[src/rtl/uart_rx_frame_pkg.sv]
// Shared UART receive definitions: state encoding and bit-period helper.
// The helper is also used by the transmit side so both agree on timing.
package uart_rx_frame_pkg;

  typedef enum logic [2:0] {
    IDLE  = 3'd0,
    START = 3'd1,
    DATA  = 3'd2,
    STOP  = 3'd3,
    BREAK = 3'd4
  } rx_state_e;

  function automatic int bit_cycles(input int clk_freq, input int baud);
    return clk_freq / baud;
  endfunction

endpackage

[src/rtl/uart_rx_sync.sv]
// Two-flop synchronizer plus a third flop for falling-edge detection.
// Flops reset high so an idle-high line never looks like an edge.
module uart_rx_sync (
  input  logic clk_i,
  input  logic rst_i,
  input  logic async_i,
  output logic sync_o,
  output logic fall_o
);

  logic s1_q, s2_q, s3_q;

  always_ff @(posedge clk_i or posedge rst_i) begin
    if (rst_i) begin
      s1_q <= 1'b1;
      s2_q <= 1'b1;
      s3_q <= 1'b1;
    end else begin
      s1_q <= async_i;
      s2_q <= s1_q;
      s3_q <= s2_q;
    end
  end

  assign sync_o = s2_q;
  assign fall_o = ~s2_q & s3_q;

endmodule

[src/rtl/uart_rx_frame.sv]
// 8N1 UART receiver with 3-sample majority vote, glitch-start rejection
// and framing-error detection with break hold-off.
module uart_rx_frame
  import uart_rx_frame_pkg::*;
#(
  parameter int CLK_FREQ  = 50_000_000,
  parameter int BAUD_RATE = 9600
) (
  input  logic       clk,
  input  logic       rst,
  input  logic       rx232,
  output logic [7:0] data_rx,
  output logic       rx_done,
  output logic       frame_err,
  output logic       rx_busy
);

  localparam int BIT_CYC  = bit_cycles(CLK_FREQ, BAUD_RATE);
  localparam int HALF_CYC = BIT_CYC / 2;
  localparam int CW       = $clog2(BIT_CYC);
  localparam logic [CW-1:0] HALF_V = CW'(HALF_CYC);
  localparam logic [CW-1:0] LAST_V = CW'(BIT_CYC - 1);

  rx_state_e   state_q, state_d;
  logic [CW-1:0] cyc_q, cyc_d;
  logic [2:0]  idx_q, idx_d;
  logic [7:0]  sh_q, sh_d;
  logic [7:0]  data_q, data_d;
  logic        done_q, done_d;
  logic        ferr_q, ferr_d;
  logic [1:0]  hist_q;
  logic        s2, fall, vote;

  uart_rx_sync u_sync (
    .clk_i  (clk),
    .rst_i  (rst),
    .async_i(rx232),
    .sync_o (s2),
    .fall_o (fall)
  );

  // Vote over the current sample and the two before it.
  assign vote = (hist_q[1] & hist_q[0]) |
                (hist_q[1] & s2) |
                (hist_q[0] & s2);

  always_ff @(posedge clk or posedge rst) begin
    if (rst) begin
      state_q <= IDLE;
      cyc_q   <= '0;
      idx_q   <= '0;
      sh_q    <= '0;
      data_q  <= '0;
      done_q  <= 1'b0;
      ferr_q  <= 1'b0;
      hist_q  <= 2'b11;
    end else begin
      state_q <= state_d;
      cyc_q   <= cyc_d;
      idx_q   <= idx_d;
      sh_q    <= sh_d;
      data_q  <= data_d;
      done_q  <= done_d;
      ferr_q  <= ferr_d;
      hist_q  <= {hist_q[0], s2};
    end
  end

  always_comb begin
    state_d = state_q;
    cyc_d   = cyc_q;
    idx_d   = idx_q;
    sh_d    = sh_q;
    data_d  = data_q;
    done_d  = 1'b0;
    ferr_d  = 1'b0;
    unique case (state_q)
      IDLE: begin
        if (fall) begin
          cyc_d   = '0;
          state_d = START;
        end
      end
      START: begin
        if (cyc_q == HALF_V) begin
          cyc_d   = '0;
          idx_d   = '0;
          state_d = vote ? IDLE : DATA;
        end else begin
          cyc_d = cyc_q + 1'b1;
        end
      end
      DATA: begin
        if (cyc_q == LAST_V) begin
          cyc_d = '0;
          sh_d  = {vote, sh_q[7:1]};
          idx_d = idx_q + 3'd1;
          if (idx_q == 3'd7) state_d = STOP;
        end else begin
          cyc_d = cyc_q + 1'b1;
        end
      end
      STOP: begin
        if (cyc_q == LAST_V) begin
          cyc_d = '0;
          if (vote) begin
            data_d  = sh_q;
            done_d  = 1'b1;
            state_d = IDLE;
          end else begin
            ferr_d  = 1'b1;
            state_d = BREAK;
          end
        end else begin
          cyc_d = cyc_q + 1'b1;
        end
      end
      BREAK: begin
        if (s2) state_d = IDLE;
      end
      default: state_d = IDLE;
    endcase
  end

  assign data_rx   = data_q;
  assign rx_done   = done_q;
  assign frame_err = ferr_q;
  assign rx_busy   = (state_q != IDLE);

endmodule

[config.mk]
export PLATFORM = sky130hd
export DESIGN_NAME = uart_rx_frame
export DESIGN_NICKNAME = d
export VERILOG_FILES = /design/src/rtl/uart_rx_frame_pkg.sv /design/src/rtl/uart_rx_sync.sv /design/src/rtl/uart_rx_frame.sv
export SDC_FILE = /design/constraint.sdc
export NUM_CORES = 1
export LEC_CHECK = 0
export ABC_AREA = 0
export CELL_PAD_IN_SITES_DETAIL_PLACEMENT = 0
export CELL_PAD_IN_SITES_GLOBAL_PLACEMENT = 1
export CORE_MARGIN = 1.5
export CORE_UTILIZATION = 46
export CTS_CLUSTER_DIAMETER = 60
export DETAILED_ROUTE_END_ITERATION = 12
export PLACE_DENSITY = 0.85
export SYNTH_ARGS = -nofsm -noshare
export SYNTH_HDL_FRONTEND = slang
export SYNTH_SLANG_ARGS = --single-unit
[constraint.sdc]
create_clock -name clk -period 3.2 [get_ports clk]
set_input_delay 0.64 -clock clk [delete_from_list [all_inputs] [get_ports clk]]
set_output_delay 0.64 -clock clk [all_outputs]
set_load 0.01 [all_outputs]
==> results.tsv <==
metric	value	unit
status	complete, no violations	
cts_tree	built	
path_class	reg -> reg	
seqPwrFrac	0.548	
slew_violations	0	
p_clk_frac	0.346	
grt_pass1_wl	6.50	mm
h-tree-depth	2	
clockRootBuffer	clkbuf_8	
post-dp-hpwl	2.58	mm
place_inst	232	
netlist_instances	173	
internal-power	0.756	mW
setup_viol	0	
final_cells	240	
drv_cap	0	
post-place-ws	0.628	ns
yosysUniqueCellTypes	39	
switching_power	0.278	mW
async_reset_ff_frac	1.00	
switching_share	0.269	
gr-total-overflow	0	
post-cts-setup-buffer-count	0	
hold_path_class	reg -> reg	
fmax	389	MHz
dr.pass1.iters	4	
muxShareOfSynthArea	0.106	
routedWlPerCell	15.4	microns
nets	197	
slowest_delay	0.66	ns
avgSynthCellArea	11.1	sq um
fin_ws	0.630	ns
clock_skew	0.00494	ns
antenna_cells	0	
yosys.area.top_type	dfrtp_1	
critPathBufInv	0	
synth_top_family_by_area	simple AND/OR/NAND/NOR gates	
worst_pin_slew	0.823	ns
drive_gt1_frac	0.100	
cp_max_fo	10	
p_comb_frac	0.105	
yosysMostFrequentCell	dfrtp_1	
area_delta_synth_final	14.5	%
pin_count	14	
synth-simple-area-share	0.176	
drt-initial-drc-count	114	
holdWs	0.365	ns
synth_xor_area_frac	0.00912	
cts.clk_slew.worst_paths	0.08	ns
rsz0062_at_grt	no	
synth-seq-cells	41	
synth_fp_nets	181	
groute.usage.overall	0.195	
fin_crit	2.57	ns
die_w	67.6	microns
netlist_top_cells_area	dfrtp_1 48%, mux2_1 11%, dfstp_2 5.5%	
cts_buffer_depth	2	
drc	0	
critPathSlowestCell	or4_1	
die_h	67.6	microns
ys_seq_area_frac	0.537	
maxSlewHeadroom	0.452	
power_leakage	1.02	nW
die-area	0.00457	sq mm
wirelength	3.70	mm
synthTopCellsByCount	37 x dfrtp_1, 18 x mux2_1, 14 x nand2_1	
routabilityCongestion	0.881	
core.rowCount	23	
arrival	2.75	ns
grt_max_degree	42	
clock-sinks	41	
fin_crit_sh	0.803	
critPathRequiredTime	3.38	ns
synthAdderAreaFrac	0.0378	
power.density	470	mW/mm^2
synthFlopType	dfrtp_1	
portBuffers	13	
finalSetupTns	0	ns
via_count	1395	
worstSkewPairLatency	0.30	ns
cp_top_family	simple AND/OR/NAND/NOR gates	
synth.top_cell.area_share	0.482	
end_kind	register	
hold_violations	0	
antenna_found_initial	0	
initial_core_util	0.480	
yosys_warnings	0	
antenna_left	0	
synth_compound_area_frac	0.112	
cts_resized	0	
core_area	0.00400	sq mm
hold_buffers	0	
first_global_vias	1360	
vias_per_cell	5.81	
cts_made_buffers	5	
netlist_area	0.00192	sq mm
crit_path_start_kind	register	
synth_edf_count	0	
cp_cell_sequence	or2_1 -> or4_1 -> or3_1 -> and2_4 -> mux2_1	
peakVddDrop	398	uV
## metrics by stage
step / total power [mW] / util / cell area [sq um]
2_1_floorplan: 0.649 / - / 1920
3_3_place_gp: 0.679 / 0.526 / 2100
3_5_place_dp: 0.687 / 0.526 / 2100
4_1_cts: 1.05 / 0.550 / 2200
5_1_grt: 1.09 / 0.550 / 2200
6_report: 1.03 / 0.550 / 2200
## per-layer routing
| metal | share of wire | vias to the layer above | global-route usage |
|---|---|---|---|
| li1 | - | 661 | - |
| met1 | 0.46 | 681 | 0.269 |
| met2 | 0.46 | 45 | 0.290 |
| met3 | 0.057 | 8 | 0.0517 |
| met4 | 0.018 | 0 | 0.0842 |
| met5 | 0 | - | 0 |
## worst register-to-register path: cells and delay by family (launching register included)
kind             cells  cell delay, ns
flip-flops           1            0.43
multiplexers         1            0.31
AND/OR/NAND/NOR      4            1.72
## flip-flops by register name (all words and copies together), names as in the netlist
register       count
u_sync.sync_o      1
cyc_q             13
rx_done            1
frame_err          1
state_q            3
data_rx            8
idx_q              3
sh_q               8
hist_q             2
u_sync.s1_q        1
## cell usage in the layout, fill, tap and decap left out, types with 3 or more instances in the layout
cell type / instances
dfrtp_1: 37
mux2_1: 18
nand2_1: 14
clkdlybuf4s50_1: 13
nor2_1: 11
o21ai_1: 10
nand3_1: 9
a21oi_1: 7
clkbuf_8: 6
ha_1: 5
and3_1: 4
a31oi_1: 4
a22o_1: 4
inv_1: 4
dfstp_2: 4
nand2b_1: 3
nor3_1: 3
## worst paths after layout
| path | start | end | slack, ns | cells after the start |
|---|---|---|---|---|
| min in group asynchronous | rst | cyc_q[0] | 0.76 | 3 |
| min | u_sync.s1_q | u_sync.sync_o | 0.37 | 0 |
| max reg2reg | cyc_q[7] | idx_q[1] | 0.63 | 5 |
| max in group asynchronous | rst | hist_q[0] | 2.07 | 3 |
| min reg2reg | u_sync.s1_q | u_sync.sync_o | 0.37 | 0 |
| max | cyc_q[7] | idx_q[1] | 0.63 | 5 |
## power groups by stage
| stage | Combinational, mW | Clock [mW] | Sequential, mW |
|---|---|---|---|
| 2_1_floorplan | 0.0843 | 0 | 0.564 |
| 3_3_place_gp | 0.105 | 0 | 0.574 |
| 3_5_place_dp | 0.110 | 0 | 0.577 |
| 4_1_cts | 0.111 | 0.371 | 0.566 |
| 5_1_grt | 0.125 | 0.393 | 0.572 |
| 6_report | 0.109 | 0.358 | 0.567 |
## cell type report
class | instances | area (sq um)
clock inverter | 2 | 13.8
timing repair buffer | 15 | 145
multi-input combinational | 121 | 846
fill | 365 | 1800
clock buffer | 6 | 82.6
tap | 50 | 62.6
inverter | 5 | 18.8
sequential | 41 | 1030
## cell families (layout without fill, tap and decap cells)
group	Yosys count	in the layout
and+or+nand+nor	62	62
adders and majority gates	6	6
DFF	41	41
xor gates and xnor gates	2	2
muxes	18	18
AOI/OAI and AO/OA	33	33
buffers and inverters	11	28
Power figures use the tool's default switching activity.
